[config.mk]
export PLATFORM = sky130hd
export DESIGN_NAME = ctrl_fsm_gen2_flat
export DESIGN_NICKNAME = d
export VERILOG_FILES = /design/src/rtl/ctrl_fsm_gen2_pkg.sv /design/src/rtl/ctrl_fsm_gen2_if.sv /design/src/rtl/ctrl_fsm_gen2_fetch_timer.sv /design/src/rtl/ctrl_fsm_gen2.sv /design/src/flat_wrapper.sv
export SDC_FILE = /design/constraint.sdc
export NUM_CORES = 1
export LEC_CHECK = 0
export CAP_MARGIN = 20
export CORE_UTILIZATION = 40
export CTS_CLUSTER_SIZE = 40
export DETAILED_ROUTE_END_ITERATION = 10
export PLACE_DENSITY = 0.73
export SYNTH_ARGS = -nofsm -noshare
export SYNTH_HDL_FRONTEND = slang
export SYNTH_HIERARCHICAL = 1
export SYNTH_SLANG_ARGS = --single-unit
[constraint.sdc]
create_clock -name CLK -period 1.7 [get_ports CLK]
set_input_delay 0.51 -clock CLK [delete_from_list [all_inputs] [get_ports CLK]]
set_output_delay 0.51 -clock CLK [all_outputs]
set_load 0.005 [all_outputs]
[src/rtl/ctrl_fsm_gen2_pkg.sv]
// ctrl_pkg: shared opcode constants, FSM state type, datapath select codes
// and the EXEC-cycle strobe decoder for the ctrl_fsm_gen2 sequencer.
// Optional feature macro: CTRL_IRQ_EN (adds the IRQ state).
`timescale 1ns/1ps
package ctrl_pkg;

  // Instruction opcodes
  localparam logic [3:0] OP_NOP   = 4'b0000;
  localparam logic [3:0] OP_ADD   = 4'b0001;
  localparam logic [3:0] OP_SUB   = 4'b0010;
  localparam logic [3:0] OP_NOR   = 4'b0011;
  localparam logic [3:0] OP_MOVR  = 4'b0100;
  localparam logic [3:0] OP_MOVA  = 4'b0101;
  localparam logic [3:0] OP_JZRS  = 4'b0110;
  localparam logic [3:0] OP_JZIMM = 4'b0111;
  localparam logic [3:0] OP_JCRS  = 4'b1000;
  localparam logic [3:0] OP_ILL9  = 4'b1001;
  localparam logic [3:0] OP_JCIMM = 4'b1010;
  localparam logic [3:0] OP_SHL   = 4'b1011;
  localparam logic [3:0] OP_SHR   = 4'b1100;
  localparam logic [3:0] OP_LDIMM = 4'b1101;
  localparam logic [3:0] OP_ILLE  = 4'b1110;
  localparam logic [3:0] OP_HALT  = 4'b1111;

  // ALU operation selects
  localparam logic [3:0] ALU_PASS = 4'b0000;
  localparam logic [3:0] ALU_ADD  = 4'b1000;
  localparam logic [3:0] ALU_SUB  = 4'b1100;
  localparam logic [3:0] ALU_NOR  = 4'b0100;
  localparam logic [3:0] ALU_MOVA = 4'b0010;
  localparam logic [3:0] ALU_SHL  = 4'b0001;
  localparam logic [3:0] ALU_SHR  = 4'b0011;

  // Accumulator source selects
  localparam logic [1:0] ACC_ALU = 2'b00;
  localparam logic [1:0] ACC_REG = 2'b10;
  localparam logic [1:0] ACC_IMM = 2'b11;

  // PC source selects
  localparam logic [1:0] PC_IMM = 2'b00;
  localparam logic [1:0] PC_REG = 2'b01;
  localparam logic [1:0] PC_IRQ = 2'b10;

  typedef enum logic [2:0] {
    ST_FETCH  = 3'd0,
    ST_DECODE = 3'd1,
    ST_EXEC   = 3'd2,
    ST_HALT   = 3'd3
`ifdef CTRL_IRQ_EN
    , ST_IRQ  = 3'd4
`endif
  } state_e;

  typedef struct packed {
    logic       load_ir;
    logic       inc_pc;
    logic       load_pc;
    logic       load_reg;
    logic       load_acc;
    logic [1:0] sel_pc;
    logic [1:0] sel_acc;
    logic [3:0] sel_alu;
    logic       illegal;
  } strobe_t;

  // Datapath strobes for the EXEC cycle of a latched opcode. Jumps look at
  // the live flags; a taken jump loads the PC instead of incrementing it.
  function automatic strobe_t exec_decode(logic [3:0] op, logic z1, logic c1);
    strobe_t s;
    s = '0;
    case (op)
      OP_NOP:   s.inc_pc = 1'b1;
      OP_ADD:   begin s.sel_alu = ALU_ADD;  s.sel_acc = ACC_ALU; s.load_acc = 1'b1; s.inc_pc = 1'b1; end
      OP_SUB:   begin s.sel_alu = ALU_SUB;  s.sel_acc = ACC_ALU; s.load_acc = 1'b1; s.inc_pc = 1'b1; end
      OP_SHL:   begin s.sel_alu = ALU_SHL;  s.sel_acc = ACC_ALU; s.load_acc = 1'b1; s.inc_pc = 1'b1; end
      OP_SHR:   begin s.sel_alu = ALU_SHR;  s.sel_acc = ACC_ALU; s.load_acc = 1'b1; s.inc_pc = 1'b1; end
      OP_NOR:   begin s.sel_alu = ALU_NOR;  s.sel_acc = ACC_REG; s.load_acc = 1'b1; s.inc_pc = 1'b1; end
      OP_MOVR:  begin s.sel_alu = ALU_PASS; s.sel_acc = ACC_REG; s.load_acc = 1'b1; s.inc_pc = 1'b1; end
      OP_MOVA:  begin s.sel_alu = ALU_MOVA; s.load_reg = 1'b1; s.inc_pc = 1'b1; end
      OP_LDIMM: begin s.sel_acc = ACC_IMM;  s.load_acc = 1'b1; s.inc_pc = 1'b1; end
      OP_JZRS:  if (z1) begin s.load_pc = 1'b1; s.sel_pc = PC_REG; end else begin s.inc_pc = 1'b1; end
      OP_JZIMM: if (z1) begin s.load_pc = 1'b1; s.sel_pc = PC_IMM; end else begin s.inc_pc = 1'b1; end
      OP_JCRS:  if (c1) begin s.load_pc = 1'b1; s.sel_pc = PC_REG; end else begin s.inc_pc = 1'b1; end
      OP_JCIMM: if (c1) begin s.load_pc = 1'b1; s.sel_pc = PC_IMM; end else begin s.inc_pc = 1'b1; end
      OP_HALT:  s = '0;
      OP_ILL9, OP_ILLE: begin s.illegal = 1'b1; s.inc_pc = 1'b1; end
      default:  begin s.illegal = 1'b1; s.inc_pc = 1'b1; end
    endcase
    return s;
  endfunction

endpackage

[src/rtl/ctrl_fsm_gen2_if.sv]
// Sequencer <-> datapath bundle: IR opcode, ALU flags, fetch handshake,
// datapath strobes/selects and status. Optional macro: CTRL_IRQ_EN adds irq/irq_ack.
`timescale 1ns/1ps
interface ctrl_fsm_gen2_if;
  logic [3:0] Opcode;
  logic       z1;
  logic       c1;
  logic       instr_valid;
  logic       run;
  logic       LoadIR;
  logic       IncPC;
  logic       LoadPC;
  logic       LoadReg;
  logic       LoadAcc;
  logic [1:0] SelPC;
  logic [1:0] SelAcc;
  logic [3:0] SelALU;
  logic       halted;
  logic       busy;
  logic       illegal;
  logic       fetch_err;
`ifdef CTRL_IRQ_EN
  logic       irq;
  logic       irq_ack;
`endif

  modport master (
    input  Opcode, z1, c1, instr_valid, run,
    output LoadIR, IncPC, LoadPC, LoadReg, LoadAcc, SelPC, SelAcc, SelALU,
    output halted, busy, illegal, fetch_err
`ifdef CTRL_IRQ_EN
    , input irq, output irq_ack
`endif
  );

  modport slave (
    output Opcode, z1, c1, instr_valid, run,
    input  LoadIR, IncPC, LoadPC, LoadReg, LoadAcc, SelPC, SelAcc, SelALU,
    input  halted, busy, illegal, fetch_err
`ifdef CTRL_IRQ_EN
    , output irq, input irq_ack
`endif
  );
endinterface

[src/rtl/ctrl_fsm_gen2_fetch_timer.sv]
// ctrl_fetch_timer: counts FETCH cycles spent waiting for instr_valid and
// flags expiry on the cycle that reaches FETCH_TIMEOUT. FETCH_TIMEOUT=0 disables it.
`timescale 1ns/1ps
module ctrl_fetch_timer #(
  parameter int FETCH_TIMEOUT = 15,
  parameter int CNT_W         = 4
) (
  input  logic clk,
  input  logic rst_n,
  input  logic count_en,
  input  logic clear,
  output logic expired
);
  localparam bit             TIMER_ON = (FETCH_TIMEOUT != 0);
  localparam logic [CNT_W-1:0] LIMIT_M1 = CNT_W'(FETCH_TIMEOUT - 1);

  logic [CNT_W-1:0] cnt_q;
  logic [CNT_W-1:0] cnt_d;

  // Counter register
  always_ff @(posedge clk or negedge rst_n) begin
    if (!rst_n) begin
      cnt_q <= '0;
    end else begin
      cnt_q <= cnt_d;
    end
  end

  // Next count: clear wins, otherwise step on each idle FETCH cycle
  always_comb begin
    cnt_d = cnt_q;
    if (clear) begin
      cnt_d = '0;
    end else if (count_en && TIMER_ON) begin
      cnt_d = cnt_q + CNT_W'(1);
    end else begin
      cnt_d = cnt_q;
    end
  end

  // Expiry fires on the idle cycle that completes FETCH_TIMEOUT waits
  always_comb begin
    expired = TIMER_ON && count_en && !clear && (cnt_q == LIMIT_M1);
  end
endmodule

[src/rtl/ctrl_fsm_gen2.sv]
// ctrl_fsm_gen2: FETCH/DECODE/EXEC/HALT instruction sequencer with fetch
// timeout. Optional macro: CTRL_IRQ_EN adds a one-cycle IRQ vectoring state.
`timescale 1ns/1ps
module ctrl_fsm_gen2
  import ctrl_pkg::*;
#(
  parameter int FETCH_TIMEOUT = 15,
  parameter int CNT_W         = 4
) (
  input  logic            CLK,
  input  logic            CLB,
  ctrl_fsm_gen2_if.master bus
);
  state_e     state_q, state_d;
  logic [3:0] op_q, op_d;
  logic       fetch_err_q, fetch_err_d;
  logic       tmr_expired_s;
  strobe_t    ctl_s;
  logic       halted_s;
  logic       busy_s;
`ifdef CTRL_IRQ_EN
  logic       irq_ack_s;
`endif

  ctrl_fetch_timer #(
    .FETCH_TIMEOUT (FETCH_TIMEOUT),
    .CNT_W         (CNT_W)
  ) u_fetch_timer (
    .clk      (CLK),
    .rst_n    (CLB),
    .count_en ((state_q == ST_FETCH) && !bus.instr_valid),
    .clear    (state_q != ST_FETCH),
    .expired  (tmr_expired_s)
  );

  // State, latched opcode and sticky fetch error
  always_ff @(posedge CLK or negedge CLB) begin
    if (!CLB) begin
      state_q     <= ST_FETCH;
      op_q        <= 4'b0000;
      fetch_err_q <= 1'b0;
    end else begin
      state_q     <= state_d;
      op_q        <= op_d;
      fetch_err_q <= fetch_err_d;
    end
  end

  // Next-state selection; irq outranks the HALT opcode and run
  always_comb begin
    state_d     = state_q;
    op_d        = op_q;
    fetch_err_d = fetch_err_q;
    case (state_q)
      ST_FETCH: begin
        if (bus.instr_valid) begin
          state_d = ST_DECODE;
        end else if (tmr_expired_s) begin
          state_d     = ST_HALT;
          fetch_err_d = 1'b1;
        end else begin
          state_d = ST_FETCH;
        end
      end
      ST_DECODE: begin
        op_d    = bus.Opcode;
        state_d = ST_EXEC;
      end
      ST_EXEC: begin
`ifdef CTRL_IRQ_EN
        if (bus.irq) begin
          state_d = ST_IRQ;
        end else
`endif
        if (op_q == OP_HALT) begin
          state_d = ST_HALT;
        end else begin
          state_d = ST_FETCH;
        end
      end
      ST_HALT: begin
`ifdef CTRL_IRQ_EN
        if (bus.irq) begin
          state_d = ST_IRQ;
        end else
`endif
        if (bus.run) begin
          state_d = ST_FETCH;
        end else begin
          state_d = ST_HALT;
        end
      end
`ifdef CTRL_IRQ_EN
      ST_IRQ:  state_d = ST_FETCH;
`endif
      default: state_d = ST_FETCH;
    endcase
  end

  // Strobes and status decoded from the current state. LoadIR is gated by
  // CLB so nothing toggles while reset is held.
  always_comb begin
    ctl_s    = '0;
    halted_s = 1'b0;
    busy_s   = 1'b0;
`ifdef CTRL_IRQ_EN
    irq_ack_s = 1'b0;
`endif
    case (state_q)
      ST_FETCH:  ctl_s.load_ir = bus.instr_valid & CLB;
      ST_DECODE: busy_s = 1'b1;
      ST_EXEC: begin
        ctl_s  = exec_decode(op_q, bus.z1, bus.c1);
        busy_s = 1'b1;
      end
      ST_HALT:   halted_s = 1'b1;
`ifdef CTRL_IRQ_EN
      ST_IRQ: begin
        ctl_s.load_pc = 1'b1;
        ctl_s.sel_pc  = PC_IRQ;
        busy_s        = 1'b1;
        irq_ack_s     = 1'b1;
      end
`endif
      default:   ctl_s = '0;
    endcase
  end

  assign bus.LoadIR    = ctl_s.load_ir;
  assign bus.IncPC     = ctl_s.inc_pc;
  assign bus.LoadPC    = ctl_s.load_pc;
  assign bus.LoadReg   = ctl_s.load_reg;
  assign bus.LoadAcc   = ctl_s.load_acc;
  assign bus.SelPC     = ctl_s.sel_pc;
  assign bus.SelAcc    = ctl_s.sel_acc;
  assign bus.SelALU    = ctl_s.sel_alu;
  assign bus.illegal   = ctl_s.illegal;
  assign bus.halted    = halted_s;
  assign bus.busy      = busy_s;
  assign bus.fetch_err = fetch_err_q;
`ifdef CTRL_IRQ_EN
  assign bus.irq_ack   = irq_ack_s;
`endif
endmodule

[src/flat_wrapper.sv]
// flat-port wrapper written by rule: the top's interface ports become plain ports
module ctrl_fsm_gen2_flat import ctrl_pkg::*;
#(
  parameter int FETCH_TIMEOUT = 15,
  parameter int CNT_W         = 4
)
  (CLK, CLB, bus_Opcode, bus_z1, bus_c1, bus_instr_valid, bus_run, bus_LoadIR, bus_IncPC, bus_LoadPC, bus_LoadReg, bus_LoadAcc, bus_SelPC, bus_SelAcc, bus_SelALU, bus_halted, bus_busy, bus_illegal, bus_fetch_err);
  ctrl_fsm_gen2_if bus_i ();
  input  logic CLK;
  input  logic CLB;
  input wire logic [$bits(bus_i.Opcode)-1:0] bus_Opcode;
  input wire logic [$bits(bus_i.z1)-1:0] bus_z1;
  input wire logic [$bits(bus_i.c1)-1:0] bus_c1;
  input wire logic [$bits(bus_i.instr_valid)-1:0] bus_instr_valid;
  input wire logic [$bits(bus_i.run)-1:0] bus_run;
  output wire logic [$bits(bus_i.LoadIR)-1:0] bus_LoadIR;
  output wire logic [$bits(bus_i.IncPC)-1:0] bus_IncPC;
  output wire logic [$bits(bus_i.LoadPC)-1:0] bus_LoadPC;
  output wire logic [$bits(bus_i.LoadReg)-1:0] bus_LoadReg;
  output wire logic [$bits(bus_i.LoadAcc)-1:0] bus_LoadAcc;
  output wire logic [$bits(bus_i.SelPC)-1:0] bus_SelPC;
  output wire logic [$bits(bus_i.SelAcc)-1:0] bus_SelAcc;
  output wire logic [$bits(bus_i.SelALU)-1:0] bus_SelALU;
  output wire logic [$bits(bus_i.halted)-1:0] bus_halted;
  output wire logic [$bits(bus_i.busy)-1:0] bus_busy;
  output wire logic [$bits(bus_i.illegal)-1:0] bus_illegal;
  output wire logic [$bits(bus_i.fetch_err)-1:0] bus_fetch_err;
  assign bus_i.Opcode = bus_Opcode;
  assign bus_i.z1 = bus_z1;
  assign bus_i.c1 = bus_c1;
  assign bus_i.instr_valid = bus_instr_valid;
  assign bus_i.run = bus_run;
  assign bus_LoadIR = bus_i.LoadIR;
  assign bus_IncPC = bus_i.IncPC;
  assign bus_LoadPC = bus_i.LoadPC;
  assign bus_LoadReg = bus_i.LoadReg;
  assign bus_LoadAcc = bus_i.LoadAcc;
  assign bus_SelPC = bus_i.SelPC;
  assign bus_SelAcc = bus_i.SelAcc;
  assign bus_SelALU = bus_i.SelALU;
  assign bus_halted = bus_i.halted;
  assign bus_busy = bus_i.busy;
  assign bus_illegal = bus_i.illegal;
  assign bus_fetch_err = bus_i.fetch_err;
  ctrl_fsm_gen2 #(.FETCH_TIMEOUT(FETCH_TIMEOUT), .CNT_W(CNT_W)) u_core (.CLK(CLK), .CLB(CLB), .bus(bus_i));
endmodule
==> results of run 1 <==
## registers in the layout (all words and copies together), names as in the netlist
signal	flops
u_core/op_q	4
u_core/bus.fetch_err	1
u_core/state_q	2
u_core/u_fetch_timer/cnt_q	4
## cells by family after synthesis
family / share of synthesized area, %
AND/OR/NAND/NOR: 26.8
AO/OA/AOI/OAI: 11.9
flip-flops: 33.7
buffers and inverters: 6.12
adder cells (fa/ha/maj): 9.19
multiplexers: 8.57
XOR/XNOR: 3.22
other: 0.459
## Yosys cell counts, types with 2 or more instances
master	n	share of area, %
a21oi_1	4	2.5
and3_1	3	2.3
and4b_1	2	2.5
buf_4	2	1.8
clkbuf_1	3	1.4
dfrtp_1	11	34
ha_1	6	9.2
inv_1	5	2.3
mux2_2	4	5.5
nand2_1	3	1.4
nand3b_1	3	2.8
nor2_1	4	1.8
nor2b_1	2	1.5
nor4b_1	2	2.1
o21ai_0	3	1.8
o221ai_1	2	2.1
or3b_2	2	2.1
xor2_1	2	2.1
## metal layers
layer | wire, um | vias to the layer above | GRT usage [%] | share of wire, %
li1 | - | 439 | - | -
met4 | 80 | 0 | 23.4 | 2.2
met2 | 1770 | 51 | 50.8 | 50
met5 | 0 | - | 0 | 0
met1 | 1540 | 496 | 28.9 | 43
met3 | 181 | 12 | 3.85 | 5.1
## power groups by stage
| stage | clock network [mW] | logic, mW | registers, mW |
|---|---|---|---|
| 5_1_grt | 0.214 | 2.28 | 0.495 |
| 2_1_floorplan | 0 | 0.624 | 0.421 |
| 3_3_place_gp | 0 | 1.17 | 0.459 |
| 4_1_cts | 0.186 | 1.83 | 0.460 |
| 3_5_place_dp | 0 | 1.22 | 0.469 |
| 6_report | 0.193 | 2.19 | 0.493 |
## timing repair
action | 4_1_cts | 5_1_grt
hold buffers | 0 | 0
endpoints found under the setup margin | 16 | 26
pin swaps | 17 | 19
gates resized for setup | 105 | 30
setup buffers | 18 | 9
## area by class of cell
type / count / area, um2 / area share [%]
clock buffer: 4 / 26.3 / 1.58
inverter: 5 / 21.3 / 1.28
multi-input combinational: 62 / 692 / 41.6
sequential: 11 / 280 / 16.8
tap: 25 / 31.3 / 1.88
timing repair buffer: 70 / 613 / 36.8
## how the worst max path moves through the flow
| stage | slack [ns] | startpoint | to |
|---|---|---|---|
| 2_1_floorplan | -0.04 | u_core/op_q[1] | bus_LoadAcc |
| 3_3_place_gp | -0.66 | bus_c1 | bus_SelPC[0] |
| 3_5_place_dp | -0.73 | bus_c1 | bus_SelPC[0] |
| 4_1_cts | -0.58 | u_core/op_q[2] | bus_LoadAcc |
| 5_1_grt | -0.68 | u_core/op_q[2] | bus_LoadAcc |
| 6_report | -0.61 | u_core/op_q[2] | bus_LoadAcc |
==> out/metrics.yaml, run 1 <==
synth-edff-count: 0
cts_buffers: 3
finish.utilization_pct: 91.4
pwr-share-clk_pct: 6.7
min_to: "u_core/bus.fetch_err"
finalCritPeriodShare_pct: 136
grt_overflow: 0
worstRegToRegCells: 10
place_congestion: 0.733
root_buffer: "clkbuf_4"
n_antenna_cell: 0
reg2reg_slack_ns: -0.24
die_x_um: 47.2
failed_checks: "setup timing"
dp.cells: 154
worst_hold_slack_ns: 0.513
p_int_mw: 1.72
grt_first_pass_wirelength_um: 4210
grt_pass1_vias: 978
reg2reg_from: "u_core/state_q[1]"
cts_sinks: 11
ios: 27
final_common_cell: "buf_4"
clk_path_buf_depth: 2
critPathRequiredTime_ns: 1.19
worstSetupPathType: "register to output port"
place_area_um2: 1270
syn-cell-area_um2: 817
final_area_um2: 1660
ys_async_sr_fraction_pct: 100
final_layout_size_suffix_gt1_share_pct: 67.8
crit_path_max_incr_delay_ns: 0.46
slowest_stage: "dfrtp_2"
critPathTopFamily: "simple AND/OR/NAND/NOR gates"
drc: 0
start_kind: "register"
initial_core_util_pct: 44.9
crit_fanout: 5
critPathArrivalTime_ns: 1.80
die_area_um2: 2230
swShare_pct: 40.2
synthCells: 84
core_area_um2: 1820
cp_num_cells: 5
p_comb_share_pct: 76.1
cts_tree: "yes"
p_switching_mw: 1.16
hold_path.class: "register to register"
total_power_mw: 2.88
viasPerCell: 5.64
fillerInstances: 72
r2r_end: "u_core/u_fetch_timer/cnt_q[3]"
finalHoldViolCount: 0
dp_hpwl_um: 1540
finalSetupTns_ns: -6.58
die_height_um: 47.2
ant_nets: 0
dpl_worst_slack_ns: -0.728
yosysWarnings: 6
placementRows: 15
ys_types: 39
instances_no_fill: 177
most-common-layout-cells: "buf_4, buf_6, clkdlybuf4s50_1"
hold_start: "u_core/bus.fetch_err"
cts_max_level: 1
path_cells: "buf_6, nor4b_4, o31a_1, or3_1, buf_2"
routed_wirelength_um: 3570
syn-num-nets: 100
min_path_cells: 1
dr_total_vias: 998
avgRoutedWirePerCell_um: 20.2
leakage_nw: 0.798
finalCriticalPeriod_ns: 2.31
path_buf_inv: 2
drv_slew: 0
layout_setup_ws_ns: -0.606
rsz0062_at_grt: "yes"
maxCapViolations: 0
synth-seq-cells: 11
seqPwrFrac_pct: 17.2
outcome: "complete, but fails checks"
grt_util_all_layers_pct: 28.3
grt_max_degree: 12
avgSynthCellArea_um2: 9.73
worst_setup_path_end_kind: "output port"
syn_to_final_growth_pct: 104
synthFlopType: "dfrtp_1"
drt_iter0_markers: 34
antenna_found_initial: 0
seq_area_frac_synth_pct: 33.7
drt_pass1_iterations: 4
fin_worst_skew_ns: 0.0124
p_per_area_nw_per_um2: 1730
nets: 169
setup_violations: 22
clkLatencyLatePin_ns: 0.28
io_buffers: 25
fmax_mhz: 434
clkTransAtPathRegs_ns: 0.09
ir_drop_uv: 1200
Note: power is estimated with default switching activity, not from simulation.
==> run 2: changes to the inputs <==
--- a/config.mk
+++ b/config.mk
@@ -6,10 +6,11 @@
 export NUM_CORES = 1
 export LEC_CHECK = 0
 export CAP_MARGIN = 20
-export CORE_UTILIZATION = 40
+export CORE_UTILIZATION = 44
 export CTS_CLUSTER_SIZE = 40
 export DETAILED_ROUTE_END_ITERATION = 10
-export PLACE_DENSITY = 0.73
+export MAX_ROUTING_LAYER = met4
+export PLACE_DENSITY = 0.76
 export SYNTH_ARGS = -nofsm -noshare
 export SYNTH_HDL_FRONTEND = slang
 export SYNTH_HIERARCHICAL = 1
==> constraint.sdc (replaced) <==
create_clock -name CLK -period 2.55 [get_ports CLK]
set_input_delay 0.765 -clock CLK [delete_from_list [all_inputs] [get_ports CLK]]
set_output_delay 0.765 -clock CLK [all_outputs]
set_load 0.005 [all_outputs]
==> out/metrics.yaml, run 2 (synthesized netlist as in run 1, its figures left out) <==
ir_drop_uv: 549  # -54%
nets: 143  # -15%
clkTransAtPathRegs_ns: 0.07  # -0.02 ns
grt_first_pass_wirelength_um: 3160  # -25%
place_area_um2: 1150  # -9.5%
grt_pass1_vias: 750  # -23%
drv_slew: 0  # unchanged
dp_hpwl_um: 1270  # -18%
worst_setup_path_end_kind: "output port"
p_comb_share_pct: 65.2  # -11 points
most-common-layout-cells: "buf_4, clkdlybuf4s50_1, dfrtp_1"
ios: 27  # unchanged
die_x_um: 45.1  # -4.5%
antenna_found_initial: 0  # unchanged
endpoint: "bus_LoadAcc"
reg2reg_from: "u_core/state_q[1]"
seqPwrFrac_pct: 25.0  # +7.8 points
cts_hold_buf: 0  # unchanged
die_area_um2: 2030  # -8.7%
drc: 0  # unchanged
fillerInstances: 144  # +100%
start_kind: "register"
setup_violations: 0  # -100%
final_common_cell: "buf_4"
min_path_cells: 1  # unchanged
top_regs: "u_core/op_q (4), u_core/u_fetch_timer/cnt_q (4), u_core/state_q (2)"
syn_to_final_growth_pct: 53.6
clk_path_buf_depth: 2  # unchanged
io_buffers: 25  # unchanged
ant_nets: 0  # unchanged
worstRegToRegCells: 5  # -5
avgRoutedWirePerCell_um: 12.8  # -36%
cts_buffers: 3  # unchanged
grt_util_all_layers_pct: 21.8  # -6.5 points
multi_input_area_um2: 527  # -24%
outcome: "completed"
worstSetupPathType: "register to output port"
p_int_uw: 737  # -57%
routed_wirelength_um: 1940  # -46%
hold_path.class: "register to register"
cts_max_level: 1  # unchanged
critPathRequiredTime_ns: 1.79  # +0.60 ns
root_buffer: "clkbuf_4"
clkLatencyLatePin_ns: 0.27  # about the same
p_per_area_nw_per_um2: 963  # -44%
critPathArrivalTime_ns: 1.78  # -0.02 ns
placementRows: 15  # unchanged
leakage_nw: 0.633  # -21%
grt_max_degree: 12  # unchanged
startpoint: "u_core/op_q[0]"
maxCapViolations: 0  # unchanged
rsz0062_at_grt: "yes"
crit_fanout: 5  # unchanged
cts_sinks: 11  # unchanged
finalHoldViolCount: 0  # unchanged
pwr-share-clk_pct: 9.7  # +3.0 points
n_antenna_cell: 0  # unchanged
final_layout_size_suffix_gt1_share_pct: 34.1  # -34 points
finalCritPeriodShare_pct: 99.9
register_area_um2: 278  # -0.89%
drt_iter0_markers: 16  # -53%
cts_tree: "yes"
place_congestion: 0.765  # +4.4%
viasPerCell: 5.26  # -6.6%
finalSetupTns_ns: 0  # +6.58 ns
worst_hold_slack_ns: 0.466  # -0.0474 ns
reg2reg_slack_ns: 0.83  # +1.07 ns
die_height_um: 45.1  # -4.5%
drt_pass1_iterations: 4  # unchanged
r2r_end: "u_core/u_fetch_timer/cnt_q[3]"
finalCriticalPeriod_ns: 2.55
dr_total_vias: 795  # -20%
p_switching_uw: 472  # -59%
core_area_um2: 1730  # -5.2%
fin_worst_skew_ns: 0.00212  # -0.0103 ns
grt_overflow: 0  # unchanged
fmax_mhz: 392
final_area_um2: 1250  # -25%
swShare_pct: 39.0  # -1.2 points
initial_core_util_pct: 47.3  # +2.4 points
-- run 2: layout make-up --
class,instances,area share [%]
clock buffer,3,1.79
sequential,11,22.1
tap,25,2.49
clock inverter,1,0.399
inverter,5,1.50
multi-input combinational,62,42.0
timing repair buffer,44,29.7
-- run 2: worst min path at each step --
stage          slack (ns)                  from                    to
6_report             0.47  u_core/bus.fetch_err  u_core/bus.fetch_err
5_1_grt              0.50  u_core/bus.fetch_err  u_core/bus.fetch_err
4_1_cts              0.47  u_core/bus.fetch_err  u_core/bus.fetch_err
3_5_place_dp         0.45  u_core/bus.fetch_err  u_core/bus.fetch_err
3_3_place_gp         0.45  u_core/bus.fetch_err  u_core/bus.fetch_err
2_1_floorplan        0.45  u_core/bus.fetch_err  u_core/bus.fetch_err
-- run 2: routing by layer --
metal	wire, um	GRT usage [%]
met1	846	26.1
met2	958	37.1
met3	81	2.80
met4	52	8.48
met5	0	-
-- run 2: per-stage QoR --
step | power, mW | cells | setup WS [ns] | util (%)
2_1_floorplan | 0.676 | 84 | 0.505 | -
3_3_place_gp | 0.932 | 139 | -0.316 | 66.6
3_5_place_dp | 0.951 | 139 | -0.381 | 66.6
4_1_cts | 1.16 | 151 | 0.00538 | 71.6
5_1_grt | 1.30 | 151 | -0.0672 | 72.7
6_report | 1.21 | 151 | 0.00218 | 72.7
-- run 2: power groups by stage --
stage	clock, mW	combinational [mW]	sequential (mW)
after floorplan	0	0.396	0.280
after global placement	0	0.628	0.303
after detailed placement	0	0.642	0.309
after CTS	0.121	0.751	0.291
after global routing	0.130	0.863	0.311
final	0.117	0.789	0.303
-- run 2: repair_timing --
item	4_1_cts	5_1_grt
setup endpoints to repair	12	4
buffers inserted	8	0
resized for setup	30	7
pin swaps	5	2
hold endpoints to repair	0	0
-- run 2: critical path, stage by stage (launching register included) --
cell and delay (ns):
dfrtp_2 0.45, buf_6 0.13, buf_4 0.12, xor2_1 0.14, and3_1 0.18, or3_1 0.36, buf_2 0.13
==> run 3: changes to the inputs <==
--- a/config.mk
+++ b/config.mk
@@ -10,7 +10,7 @@
 export CTS_CLUSTER_SIZE = 40
 export DETAILED_ROUTE_END_ITERATION = 10
 export MAX_ROUTING_LAYER = met4
-export PLACE_DENSITY = 0.76
+export PLACE_DENSITY = 0.83
 export SYNTH_ARGS = -nofsm -noshare
 export SYNTH_HDL_FRONTEND = slang
 export SYNTH_HIERARCHICAL = 1
==> out/metrics.yaml, run 3 (synthesized netlist as in run 1, its figures left out) <==
outcome: "completed"
final_area_um2: 1230  # -2.0%
clkTransAtPathRegs_ns: 0.07  # about the same
fmax_mhz: 397  # +1.2%
endpoint: "bus_illegal"
worst_hold_slack_ns: 0.474  # +0.00790 ns
grt_first_pass_wirelength_um: 2890  # -8.5%
finalHoldViolCount: 0  # unchanged
dpl_worst_slack_ns: -0.353  # +0.0286 ns
clk_path_buf_depth: 2  # unchanged
nets: 140  # -2.1%
highest_layer: "met4"
grt_max_degree: 12  # unchanged
critPathRequiredTime_ns: 1.79  # about the same
die_x_um: 45.1  # unchanged
worstRegToRegCells: 7  # +2
viasPerCell: 5.20  # -1.2%
n_antenna_cell: 0  # unchanged
finalCriticalPeriod_ns: 2.52  # -0.0300 ns
rsz0062_at_grt: "no"
leakage_nw: 0.603  # -4.7%
worst_setup_path_end_kind: "output port"
start_kind: "register"
crit_path_max_incr_delay_ns: 0.47  # +0.02 ns
final_layout_size_suffix_gt1_share_pct: 31.7  # -2.4 points
reg2reg_slack_ns: 0.80  # -0.03 ns
most-common-layout-cells: "buf_4, clkdlybuf4s50_1, dlygate4sd2_1, dfrtp_1, ha_1"
fillerInstances: 152  # +5.6%
ir_drop_uv: 618  # +13%
avgRoutedWirePerCell_um: 12.6  # -1.6%
cts_tree: "yes"
dr_total_vias: 770  # -3.1%
r2r_end: "u_core/u_fetch_timer/cnt_q[1]"
min_path_cells: 1  # unchanged
io_buffers: 25  # unchanged
p_per_area_nw_per_um2: 936  # -2.8%
ios: 27  # unchanged
path_cells: "buf_4, or3b_2, o21a_1, nor2_1, clkdlybuf4s15_1"
worstSetupPathType: "register to output port"
die_area_um2: 2030  # unchanged
hold_path.class: "register to register"
drt_iter0_markers: 11  # -5
reg2reg_from: "u_core/state_q[0]"
setup_violations: 0  # unchanged
antenna_found_initial: 0  # unchanged
grt_pass1_vias: 697  # -7.1%
maxCapViolations: 0  # unchanged
syn_to_final_growth_pct: 50.5
total_power_mw: 1.15  # -4.8%
critPathArrivalTime_ns: 1.75  # -0.03 ns
dr_wl_met2_um: 991  # +3.4%
final_common_cell: "buf_4"
routed_wirelength_um: 1870  # -3.5%
place_congestion: 0.768  # +0.48%
placementRows: 15  # unchanged
place_area_um2: 1160  # +0.65%
top_regs: "u_core/op_q (4), u_core/u_fetch_timer/cnt_q (4), u_core/state_q (2)"
dp_hpwl_um: 1450  # +14%
grt_overflow: 0  # unchanged
route.met3.wl_um: 83  # +2.5%
startpoint: "u_core/op_q[1]"
initial_core_util_pct: 47.3  # unchanged
slowest_stage: "or3b_2"
cts_sinks: 11  # unchanged
root_buffer: "clkbuf_4"
drv_slew: 0  # unchanged
drc: 0  # unchanged
wl_met1_um: 788  # -6.9%
cts_max_level: 1  # unchanged
layout_setup_ws_ns: 0.0322  # +0.0300 ns
fin_worst_skew_ns: 0.000755  # -0.00137 ns
ant_nets: 0  # unchanged
cts_hold_buf: 0  # unchanged
finalCritPeriodShare_pct: 98.7  # -1.2 points
grt_util_all_layers_pct: 20.1  # -1.7 points
cts_buffers: 3  # unchanged
core_area_um2: 1730  # unchanged
crit_fanout: 7  # +2
clkLatencyLatePin_ns: 0.27  # about the same
die_height_um: 45.1  # unchanged
drt_pass1_iterations: 4  # unchanged
==> run 3: worst min path at each step <==
stage | start | end | slack (ns)
after floorplan | u_core/bus.fetch_err | u_core/bus.fetch_err | 0.45
after CTS | u_core/bus.fetch_err | u_core/bus.fetch_err | 0.47
final | u_core/bus.fetch_err | u_core/bus.fetch_err | 0.47
after global routing | u_core/bus.fetch_err | u_core/bus.fetch_err | 0.49
after global placement | u_core/bus.fetch_err | u_core/bus.fetch_err | 0.45
after detailed placement | u_core/bus.fetch_err | u_core/bus.fetch_err | 0.45
==> run 3: area by class of cell <==
cell class | count | area, um2 | area share (%)
multi-input combinational | 62 | 514 | 41.8
timing repair buffer | 41 | 358 | 29.1
sequential | 11 | 280 | 22.8
tap | 25 | 31.3 | 2.54
clock buffer | 3 | 22.5 | 1.83
inverter | 5 | 18.8 | 1.53
clock inverter | 1 | 5.00 | 0.407
==> run 3: metrics by stage <==
| stage | instances | utilization [%] | setup TNS [ns] |
|---|---|---|---|
| after floorplan | 84 | - | 0 |
| after global placement | 140 | 67.0 | -0.943 |
| after detailed placement | 140 | 67.0 | -1.06 |
| after CTS | 146 | 69.7 | 0 |
| after global routing | 148 | 71.2 | 0 |
| final | 148 | 71.2 | 0 |
==> run 3: critical path: cells and delay by family (launching register included) <==
family,cells,cell delay (ns)
and+or+nand+nor,2,0.55
DFF,1,0.44
buffers and inverters,2,0.37
AOI/OAI and AO/OA,1,0.13
==> run 3: metal layers <==
metal | GRT usage, % | up-vias
met5 | - | -
met4 | 9.09 | 0
met3 | 1.20 | 2
met2 | 35.1 | 20
met1 | 23.7 | 367
li1 | - | 381
==> run 3: power breakdown <==
group	total, mW	switching, mW	internal [mW]
Sequential	0.316	0.0780	0.238
Clock	0.120	0.0624	0.0580
Combinational	0.714	0.305	0.410
==> run 3: what timing repair did <==
| item | 4_1_cts | 5_1_grt |
|---|---|---|
| pin swaps | 6 | 0 |
| buffers inserted | 2 | 2 |
| gates resized for setup | 24 | 6 |
| endpoints found under the setup margin | 11 | 5 |
